### src/rtl/lsu_mem_ctrl.sv
// lsu_mem_ctrl: load/store front-end for single_port_mem.
//
// Accepts one memory op at a time from the LSU issue logic and drives the memory's
// en/re/wr command pulses. It then waits for mem_done and returns a tagged response.
// Sub-word loads are shifted down and sign- or zero-extended. Sub-word stores are
// performed as a read-modify-write of the containing word.
//
// Ports
//   clk_i, rst_ni          clock (rising edge), asynchronous active-low reset
//   req_*_i / req_ready_o  request channel; accept = req_valid_i & req_ready_o
//   resp_*_o / resp_ready_i response channel; resp_valid_o held until resp_ready_i
//   mem_en/re/wr_o         single-cycle command pulses to single_port_mem
//   mem_addr_o             word-aligned address, stable through ISSUE and WAIT
//   mem_wdata_o            write data, stable through ISSUE and WAIT
//   mem_rdata_i            read data, valid while mem_done_i is high
//   mem_done_i             one-cycle completion pulse from memory
module lsu_mem_ctrl #(
  parameter int unsigned ADDR_WIDTH     = 20,
  parameter int unsigned DATA_WIDTH     = 32,
  parameter int unsigned TAG_WIDTH      = 6,
  parameter int unsigned TIMEOUT_CYCLES = 64
) (
  input  logic                  clk_i,
  input  logic                  rst_ni,
  input  logic                  req_valid_i,
  output logic                  req_ready_o,
  input  logic                  req_is_store_i,
  input  logic [1:0]            req_size_i,
  input  logic                  req_unsigned_i,
  input  logic [ADDR_WIDTH-1:0] req_addr_i,
  input  logic [DATA_WIDTH-1:0] req_wdata_i,
  input  logic [TAG_WIDTH-1:0]  req_tag_i,
  output logic                  resp_valid_o,
  input  logic                  resp_ready_i,
  output logic [TAG_WIDTH-1:0]  resp_tag_o,
  output logic [DATA_WIDTH-1:0] resp_data_o,
  output logic                  resp_err_o,
  output logic                  mem_en_o,
  output logic                  mem_re_o,
  output logic                  mem_wr_o,
  output logic [ADDR_WIDTH-1:0] mem_addr_o,
  output logic [DATA_WIDTH-1:0] mem_wdata_o,
  input  logic [DATA_WIDTH-1:0] mem_rdata_i,
  input  logic                  mem_done_i
);

  localparam int unsigned CntWidth = $clog2(TIMEOUT_CYCLES + 1);
  localparam logic [CntWidth-1:0] CntLast = CntWidth'(TIMEOUT_CYCLES - 1);

  localparam logic [1:0] SzByte = 2'b00;
  localparam logic [1:0] SzHalf = 2'b01;
  localparam logic [1:0] SzWord = 2'b10;

  typedef enum logic [2:0] {
    StIdle,
    StRdIssue,
    StRdWait,
    StWrIssue,
    StWrWait,
    StResp
  } state_e;

  // Shift the addressed lane(s) down to bit 0, then extend.
  function automatic logic [31:0] load_extract(input logic [31:0] word,
                                               input logic [1:0]  size,
                                               input logic [1:0]  off,
                                               input logic        uns);
    logic [7:0]  b;
    logic [15:0] h;
    logic [31:0] res;
    b = 8'(word >> {off, 3'b000});
    h = off[1] ? word[31:16] : word[15:0];
    unique case (size)
      SzByte:  res = uns ? {24'b0, b} : {{24{b[7]}}, b};
      SzHalf:  res = uns ? {16'b0, h} : {{16{h[15]}}, h};
      default: res = word;
    endcase
    return res;
  endfunction

  // Overlay the right-justified store data onto the addressed lane(s) of old.
  function automatic logic [31:0] store_merge(input logic [31:0] old,
                                              input logic [31:0] wd,
                                              input logic [1:0]  size,
                                              input logic [1:0]  off);
    logic [31:0] res;
    res = old;
    unique case (size)
      SzByte: begin
        case (off)
          2'd0:    res[7:0]   = wd[7:0];
          2'd1:    res[15:8]  = wd[7:0];
          2'd2:    res[23:16] = wd[7:0];
          default: res[31:24] = wd[7:0];
        endcase
      end
      SzHalf: begin
        if (off[1]) res[31:16] = wd[15:0];
        else        res[15:0]  = wd[15:0];
      end
      default: res = wd;
    endcase
    return res;
  endfunction

  state_e                state_q, state_d;
  logic                  is_store_q, is_store_d;
  logic [1:0]            size_q, size_d;
  logic                  uns_q, uns_d;
  logic [1:0]            off_q, off_d;
  logic [DATA_WIDTH-1:0] wdata_q, wdata_d;
  logic [TAG_WIDTH-1:0]  tag_q, tag_d;
  logic [CntWidth-1:0]   cnt_q, cnt_d;
  logic                  req_ready_q, req_ready_d;
  logic                  resp_valid_q, resp_valid_d;
  logic [DATA_WIDTH-1:0] resp_data_q, resp_data_d;
  logic                  resp_err_q, resp_err_d;
  logic                  mem_en_q, mem_en_d;
  logic                  mem_re_q, mem_re_d;
  logic                  mem_wr_q, mem_wr_d;
  logic [ADDR_WIDTH-1:0] mem_addr_q, mem_addr_d;
  logic [DATA_WIDTH-1:0] mem_wdata_q, mem_wdata_d;

  logic req_illegal;
  logic timeout_hit;

  assign req_illegal = (req_size_i == 2'b11) ||
                       ((req_size_i == SzHalf) && req_addr_i[0]) ||
                       ((req_size_i == SzWord) && (req_addr_i[1:0] != 2'b00));

  // A mem_done on the final WAIT cycle is checked first, so it wins over the timeout.
  assign timeout_hit = (cnt_q == CntLast);

  always_comb begin
    state_d     = state_q;
    is_store_d  = is_store_q;
    size_d      = size_q;
    uns_d       = uns_q;
    off_d       = off_q;
    wdata_d     = wdata_q;
    tag_d       = tag_q;
    cnt_d       = cnt_q;
    resp_data_d = resp_data_q;
    resp_err_d  = resp_err_q;
    mem_addr_d  = mem_addr_q;
    mem_wdata_d = mem_wdata_q;

    unique case (state_q)
      StIdle: begin
        if (req_valid_i) begin
          is_store_d  = req_is_store_i;
          size_d      = req_size_i;
          uns_d       = req_unsigned_i;
          off_d       = req_addr_i[1:0];
          wdata_d     = req_wdata_i;
          tag_d       = req_tag_i;
          mem_addr_d  = {req_addr_i[ADDR_WIDTH-1:2], 2'b00};
          resp_data_d = '0;
          resp_err_d  = 1'b0;
          if (req_illegal) begin
            resp_err_d = 1'b1;
            state_d    = StResp;
          end else if (req_is_store_i && (req_size_i == SzWord)) begin
            mem_wdata_d = req_wdata_i;
            state_d     = StWrIssue;
          end else begin
            state_d = StRdIssue;
          end
        end
      end
      StRdIssue: begin
        cnt_d   = '0;
        state_d = StRdWait;
      end
      StRdWait: begin
        if (mem_done_i) begin
          if (is_store_q) begin
            mem_wdata_d = store_merge(mem_rdata_i, wdata_q, size_q, off_q);
            state_d     = StWrIssue;
          end else begin
            resp_data_d = load_extract(mem_rdata_i, size_q, off_q, uns_q);
            state_d     = StResp;
          end
        end else if (timeout_hit) begin
          resp_err_d  = 1'b1;
          resp_data_d = '0;
          state_d     = StResp;
        end else begin
          cnt_d = cnt_q + 1'b1;
        end
      end
      StWrIssue: begin
        cnt_d   = '0;
        state_d = StWrWait;
      end
      StWrWait: begin
        if (mem_done_i) begin
          state_d = StResp;
        end else if (timeout_hit) begin
          resp_err_d  = 1'b1;
          resp_data_d = '0;
          state_d     = StResp;
        end else begin
          cnt_d = cnt_q + 1'b1;
        end
      end
      StResp: begin
        if (resp_ready_i) state_d = StIdle;
      end
      default: state_d = StIdle;
    endcase

    // Handshake and command outputs are flops decoded from the next state, so each
    // one mirrors the state register exactly and can never glitch.
    req_ready_d  = (state_d == StIdle);
    resp_valid_d = (state_d == StResp);
    mem_re_d     = (state_d == StRdIssue);
    mem_wr_d     = (state_d == StWrIssue);
    mem_en_d     = mem_re_d | mem_wr_d;
  end

  always_ff @(posedge clk_i or negedge rst_ni) begin
    if (!rst_ni) begin
      state_q      <= StIdle;
      is_store_q   <= 1'b0;
      size_q       <= 2'b00;
      uns_q        <= 1'b0;
      off_q        <= 2'b00;
      wdata_q      <= '0;
      tag_q        <= '0;
      cnt_q        <= '0;
      req_ready_q  <= 1'b1;
      resp_valid_q <= 1'b0;
      resp_data_q  <= '0;
      resp_err_q   <= 1'b0;
      mem_en_q     <= 1'b0;
      mem_re_q     <= 1'b0;
      mem_wr_q     <= 1'b0;
      mem_addr_q   <= '0;
      mem_wdata_q  <= '0;
    end else begin
      state_q      <= state_d;
      is_store_q   <= is_store_d;
      size_q       <= size_d;
      uns_q        <= uns_d;
      off_q        <= off_d;
      wdata_q      <= wdata_d;
      tag_q        <= tag_d;
      cnt_q        <= cnt_d;
      req_ready_q  <= req_ready_d;
      resp_valid_q <= resp_valid_d;
      resp_data_q  <= resp_data_d;
      resp_err_q   <= resp_err_d;
      mem_en_q     <= mem_en_d;
      mem_re_q     <= mem_re_d;
      mem_wr_q     <= mem_wr_d;
      mem_addr_q   <= mem_addr_d;
      mem_wdata_q  <= mem_wdata_d;
    end
  end

  assign req_ready_o  = req_ready_q;
  assign resp_valid_o = resp_valid_q;
  assign resp_tag_o   = tag_q;
  assign resp_data_o  = resp_data_q;
  assign resp_err_o   = resp_err_q;
  assign mem_en_o     = mem_en_q;
  assign mem_re_o     = mem_re_q;
  assign mem_wr_o     = mem_wr_q;
  assign mem_addr_o   = mem_addr_q;
  assign mem_wdata_o  = mem_wdata_q;

endmodule

### config.mk
export PLATFORM = sky130hd
export DESIGN_NAME = lsu_mem_ctrl
export DESIGN_NICKNAME = d
export VERILOG_FILES = /design/src/rtl/lsu_mem_ctrl.sv
export SDC_FILE = /design/constraint.sdc
export NUM_CORES = 1
export LEC_CHECK = 0
export ABC_AREA = 1
export BUFFER_PORTS_ARGS = -buffer_cell sky130_fd_sc_hd__buf_2
export CAP_MARGIN = 0
export CORE_MARGIN = 2
export CORE_UTILIZATION = 52
export CTS_BUF_LIST = sky130_fd_sc_hd__clkbuf_8 sky130_fd_sc_hd__clkbuf_16
export CTS_CLUSTER_SIZE = 30
export DETAILED_ROUTE_END_ITERATION = 12
export PLACE_DENSITY = 0.8
export SYNTH_ARGS = -nofsm -noshare
export SYNTH_HDL_FRONTEND = slang
export SYNTH_SLANG_ARGS = --single-unit
### constraint.sdc
create_clock -name clk_i -period 4.21 [get_ports clk_i]
set_clock_uncertainty 0.15 [all_clocks]
set_input_delay 0.421 -clock clk_i [delete_from_list [all_inputs] [get_ports clk_i]]
set_output_delay 0.421 -clock clk_i [all_outputs]
set_load 0.05 [all_outputs]
==> flow_metrics.py, run 1 <==
metrics = {
    "sta": {
        "rsz0062_at_grt": "no",
        "slew_headroom_pct": 28.92,
        "hold-worst-slack_ns": -0.002483,
        "final-setup-viol-count": 0,
        "tightest_slew_ns": 1.066,
        "finalCritPeriodShare_pct": 67.85,
        "drv_slew": 0,
        "period_minus_slack_ns": 2.856,
        "clock.fmax_ghz": 0.3501,
        "tns_ns": 0,
        "setup_slack_ns": 1.354,
        "hold_viol_final": 1,
    },
    "layout": {
        "final_util_pct": 64.22,
        "nFillCells": 1206,
        "seq_area_um2": 3555,
        "multi_input_area_um2": 3174,
        "nets": 1150,
        "final_cell_mix": "nand2_1, buf_2, dfrtp_1",
        "area_growth_pct": 21.88,
        "final_common_cell": "nand2_1",
        "drive_gt1_share_pct": 27.78,
    },
    "die": {
        "start_util_pct": 52.69,
        "dieArea_um2": 14920,
        "coreArea_um2": 13770,
        "die_x_um": 122.1,
        "io_pins": 195,
        "row_count": 43,
        "die_y_um": 122.1,
    },
    "synthesis": {
        "synthFlopType": "dfrtp_1",
        "netlist_instances": 881,
        "synth_top_area_share_pct": 48.62,
        "synth_xor_area_share_pct": 0.3621,
        "synth_area_per_cell_um2": 8.237,
        "synth_top_cell_by_area": "dfrtp_1",
        "synthMuxAreaShare_pct": 6.207,
        "synth_edf_count": 0,
        "syn_area_um2": 7257,
        "synth_top_family_by_area": "simple AND/OR/NAND/NOR gates",
        "ys.warnings.count": 0,
        "synthAdderAreaFrac_pct": 0.1724,
        "synth_seq_cells": 142,
        "synth_area_leaders": "dfrtp_1, nand2_1, mux2_2",
        "synth_compound_area_share_pct": 13.97,
        "seq_area_frac_synth_pct": 48.98,
        "yosys.area_share.simple_pct": 22.76,
        "ys_types": 35,
        "async_flop_share_pct": 100.0,
    },
    "place": {
        "pre_cts_ws_ns": 1.453,
        "io_buffers": 192,
        "dp_hpwl_um": 14780,
        "place.gp.congestion": 0.9581,
    },
    "routing": {
        "drt-initial-drc-count": 642,
        "viasPerCell": 5.512,
        "drc_errors": 0,
        "vias": 6852,
        "ant_nets": 0,
        "wl_per_cell_um": 16.67,
        "totalWireLength_um": 20720,
        "first_pass_iters": 5,
    },
    "run": {
        "drv_cap": 0,
    },
    "cts": {
        "cts_tree": "done",
        "cts_setup_buffers": 0,
        "cts_buffers": 17,
        "clkLatencyLatePin_ns": 0.42,
        "clkTransAtPathRegs_ns": 0.06,
        "cts_root_buf": "clkbuf_16",
        "cts_sinks": 142,
        "post_cts_resized": 0,
        "htree_num_levels": 4,
        "ctsHoldBuffers": 0,
        "cts_buffer_depth": 2,
    },
    "global_routing": {
        "grt_max_degree": 117,
        "grt_pass1_wl_um": 33270,
        "grt.total_usage_pct": 29.01,
        "antenna_found_initial": 2,
        "grt_pass1_vias": 6588,
        "overflow": 0,
    },
    "critical_path": {
        "crit_family": "simple AND/OR/NAND/NOR gates",
        "crit_path_end_kind": "flip-flop",
        "cp.arrival_ns": 3.06,
        "worst_setup_path_start_kind": "flip-flop",
        "crit_slowest_cell": "nand2_1",
        "worstPathMaxFanout": 41,
        "worstPathRequired_ns": 4.42,
        "cp_num_buf_inv": 2,
        "cpPeakStageDelay_ns": 0.79,
        "critPathKind": "reg -> reg",
        "cp_cell_sequence": "nor2_2 -> nand2_1 -> buf_4 -> inv_2 -> nand3_1 -> nand2_1 -> nand2_1 -> nand2_1",
        "crit_top_cell": "nand2_1",
    },
    "hold_path": {
        "hp-class": "in -> async",
    },
    "pwr": {
        "peakVddDrop_mv": 0.5144,
        "p_leak_nw": 4.740,
        "p_per_area_nw_per_um2": 871.0,
    },
    "run_status": {
        "status": "finished, violations left",
        "violations": "negative hold slack",
    },
}
layer usage:
| metal | vias to the layer above | share of wire [%] | GRT usage [%] |
|---|---|---|---|
| met1 | 3194 | 43 | 39.80 |
| li1 | 3241 | - | - |
| met4 | 2 | 2.7 | 10.70 |
| met5 | - | 0.063 | 0 |
| met2 | 369 | 44 | 43.82 |
| met3 | 46 | 10 | 8.521 |
metrics by stage:
step / power [W] / instances / area (um2)
after global placement: 0.006045 / 1211 / 8233
after CTS: 0.007689 / 1242 / 8842
final: 0.007704 / 1243 / 8845
after floorplan: 0.005231 / 882 / 7261
after detailed placement: 0.006116 / 1211 / 8233
after global routing: 0.008150 / 1242 / 8842
sequential cells by signal, summed over array words and instances, names as in the netlist, 3 cells and up:
signal,count
resp_tag_o,6
mem_addr_o,18
mem_wdata_o,32
wdata_q,32
resp_data_o,32
cnt_q,7
state_q,3
worst reg2reg max path: cells and delay by family, from the launching register on:
| kind | cells | cell delay [ns] |
|---|---|---|
| flops | 1 | 0.40 |
| simple gates | 6 | 1.47 |
| buf+inv | 2 | 0.78 |
cells by family (layout without fill, tap and decap cells):
kind of cell               after synthesis  in the layout
buffers and inverters                  120            300
DFF                                    142            142
xor gates and xnor gates                 3              3
muxes                                   40             40
other                                    1              3
AOI/OAI and AO/OA                      180            180
adders and majority gates                1              1
and+or+nand+nor                        394            394
where the power goes:
group / total (W) / internal (W) / switching [W]
registers: 0.00228 / 0.00192 / 0.000363
clock network: 0.00155 / 0.000971 / 0.000575
logic: 0.00388 / 0.00101 / 0.00287
total: 0.00770 / 0.00389 / 0.00381
layout make-up:
type                    instances  area share (%)
inverters                      71           3.013
repair buffers                198           11.44
multi-input cells             620           35.89
diodes                          1         0.02829
clock buffers                  20           5.277
well taps                     180           2.546
flip-flops and latches        142           40.19
clock inverters                11           1.613
cells in the mapped netlist, types with 15 or more instances:
cell / count
inv_1: 63
nor2_1: 49
nand3_1: 46
o21ai_1: 20
o211ai_1: 34
dfrtp_1: 141
o21ai_0: 69
a21oi_1: 41
buf_4: 15
nand2_1: 270
buf_2: 24
mux2_2: 40
worst paths after layout:
path | start | end | slack [ns] | cells past startpoint
worst max-delay path | state_q[2] | resp_data_o[28] | 1.35 | 8
worst min-delay path | rst_ni | resp_data_o[16] | -0.002 | 1
worst max register to register | state_q[2] | resp_data_o[28] | 1.35 | 8
worst min register to register | resp_data_o[16] | resp_data_o[16] | 0.32 | 2
max in group asynchronous | rst_ni | req_ready_o | 2.91 | 2
min in group clk_i | req_addr_i[9] | mem_addr_o[9] | 0.08 | 2
Power figures use the tool's default switching activity.
==> run 2, diff against run 1 <==
clock period = 2.7 ns   (was 4.21 ns; I/O delays follow)
==> run 2 against run 1 <==
Effect of this change:
- the flow now finishes without violations
- first-iteration DRC count shrank 8.4%
- total power grew 57%
- count of clock-buffer cells in the layout grew 2
- final cell count grew 6.5%
- core utilization grew 5.7 points
- sequential power grew 55%
- non-clock buffer count grew 81
- worst hold slack gained 0.014 ns
- sequential cell count is the same
- via count grew 5.6%
- sequential share of layout area shrank 3.3 points
- critical endpoint is now resp_data_o[3]
- largest power group unchanged
==> flow_metrics.py, run 2 (synthesis gave the netlist of run 1 again) <==
metrics = {
    "run_status": {
        "status": "complete, no violations",
    },
    "cts": {
        "htree_num_levels": 4,
        "cts_buffer_depth": 2,
        "cts_buffers": 17,
        "cts_tree": "done",
        "clkLatencyLatePin_ns": 0.43,
        "cts_sinks": 142,
        "cts_root_buf": "clkbuf_16",
        "clkTransAtPathRegs_ns": 0.06,
        "cts_setup_buffers": 0,
    },
    "global_routing": {
        "grt_pass1_vias": 7094,
        "grt_max_degree": 81,
        "grt_pass1_wl_um": 36110,
        "grt.total_usage_pct": 31.40,
        "antenna_found_initial": 0,
        "overflow": 0,
    },
    "place": {
        "dp_cells": 1221,
        "place.gp.congestion": 0.9896,
        "io_buffers": 192,
        "dp_hpwl_um": 15270,
    },
    "hold_path": {
        "hp-class": "in -> reg",
    },
    "critical_path": {
        "worstPathMaxFanout": 31,
        "crit_top_cell": "nand2_1",
        "ff2ff_setup_slack_ns": 0.40,
        "crit_path_end_kind": "flip-flop",
        "worst_setup_path_start_kind": "flip-flop",
        "cpPeakStageDelay_ns": 0.47,
        "critPathKind": "reg -> reg",
        "cp_cell_sequence": "nor2_2 -> nand2_1 -> inv_2 -> nand3_1 -> nand2_1 -> buf_4 -> nand2_1 -> nand2_1",
        "worstPathRequired_ns": 2.91,
        "crit_slowest_cell": "inv_2",
        "cp.arrival_ns": 2.51,
    },
    "layout": {
        "area_growth_pct": 32.62,
        "drive_gt1_share_pct": 26.84,
        "final_common_cell": "nand2_1",
        "instances_no_fill": 1324,
        "final_cell_mix": "nand2_1, buf_2, dfrtp_1",
        "nets": 1231,
        "diodes": 0,
        "final_util_pct": 69.88,
    },
    "pwr": {
        "p_per_area_nw_per_um2": 1256,
        "p_switching_w": 0.006010,
        "p_seq_share_pct": 29.2,
        "p_sw_share_pct": 49.73,
        "p_comb_share_pct": 51.8,
        "p_leak_nw": 5.085,
        "clkPwrFrac_pct": 19.0,
        "peakVddDrop_mv": 0.8758,
        "p_int_w": 0.006074,
    },
    "routing": {
        "totalWireLength_um": 22350,
        "drt-initial-drc-count": 588,
        "viasPerCell": 5.464,
        "ant_nets": 0,
        "drc_errors": 0,
        "first_pass_iters": 5,
        "vias": 7234,
        "wl_per_cell_um": 16.88,
    },
    "sta": {
        "slew_headroom_pct": 50.50,
        "hold_viol_final": 0,
        "tightest_slew_ns": 0.7425,
        "drv_slew": 0,
        "period_minus_slack_ns": 2.299,
        "clock.fmax_ghz": 0.4349,
        "final-setup-viol-count": 0,
        "finalCritPeriodShare_pct": 85.15,
        "tns_ns": 0,
        "rsz0062_at_grt": "no",
    },
    "die": {
        "row_count": 43,
        "dieArea_um2": 14920,
        "die_y_um": 122.1,
        "start_util_pct": 52.69,
        "coreArea_um2": 13770,
        "die_x_um": 122.1,
        "io_pins": 195,
    },
    "run": {
        "drv_cap": 0,
    },
}
==> run 2: cell types whose count changed in the layout (fill, tap and decap cells not counted), moves of 2 or more <==
cell,delta
dlygate4sd3_1,+71
bufinv_16,-2
clkbuf_8,+2
buf_4,+8
buf_12,+2
clkinv_2,+3
==> run 2: layout make-up <==
cell class,instances,area (um2)
clock inverters,10,86.33
inverters,71,266.5
repair buffers,279,1823
fillers,1112,4149
clock buffers,22,494.2
flip-flops and latches,142,3555
well taps,180,225.2
multi-input cells,620,3174
==> run 2: metrics by stage <==
stage / worst slack, ns / total power, W / hold slack [ns] / instance area [um2]
finish: 0.4009 / 0.01208 / 0.01179 / 9624
floorplan: 1.050 / 0.008156 / -0.1756 / 7261
CTS: 0.4304 / 0.01200 / 0.004558 / 9624
global placement: 0.5435 / 0.009512 / 0.2172 / 8333
detailed placement: 0.4664 / 0.009607 / 0.2205 / 8333
global route: 0.2182 / 0.01279 / 0.02062 / 9624
==> run 2: worst max-delay path, delay by kind of cell (launching register included) <==
kind,cells,cell delay [ns]
DFF,1,0.42
buffers and inverters,2,0.78
and+or+nand+nor,6,0.86
==> run 2: routing by layer <==
metal | global-route usage, % | part of all wire [%] | wire (um)
met5 | 0 | 0 | 0
met4 | 13.65 | 3.4 | 753
met3 | 6.461 | 8.9 | 1999
met2 | 48.50 | 45 | 10150
met1 | 43.06 | 42 | 9449
==> run 2: final timing paths <==
check	start	endpoint	cells after the start
worst max-delay path	state_q[0]	resp_data_o[3]	8
worst min-delay path	req_wdata_i[7]	wdata_q[7]	3
worst max register to register	state_q[0]	resp_data_o[3]	8
worst min register to register	resp_data_o[25]	resp_data_o[25]	2
max in group asynchronous	rst_ni	req_ready_o	3
min in group asynchronous	rst_ni	resp_data_o[6]	2
==> run 2: repair_timing <==
action,4_1_cts,5_1_grt
endpoints found under the hold margin,148,0
gates resized for setup,0,0
hold buffers,71,0
==> run 2: power by group through the flow <==
| stage | clock, W | sequential (W) | combinational, W |
|---|---|---|---|
| after global placement | 0 | 0.00351 | 0.00600 |
| after global routing | 0.00240 | 0.00362 | 0.00677 |
| final | 0.00229 | 0.00353 | 0.00626 |
| after CTS | 0.00231 | 0.00350 | 0.00619 |
| after detailed placement | 0 | 0.00352 | 0.00609 |
| after floorplan | 0 | 0.00529 | 0.00287 |
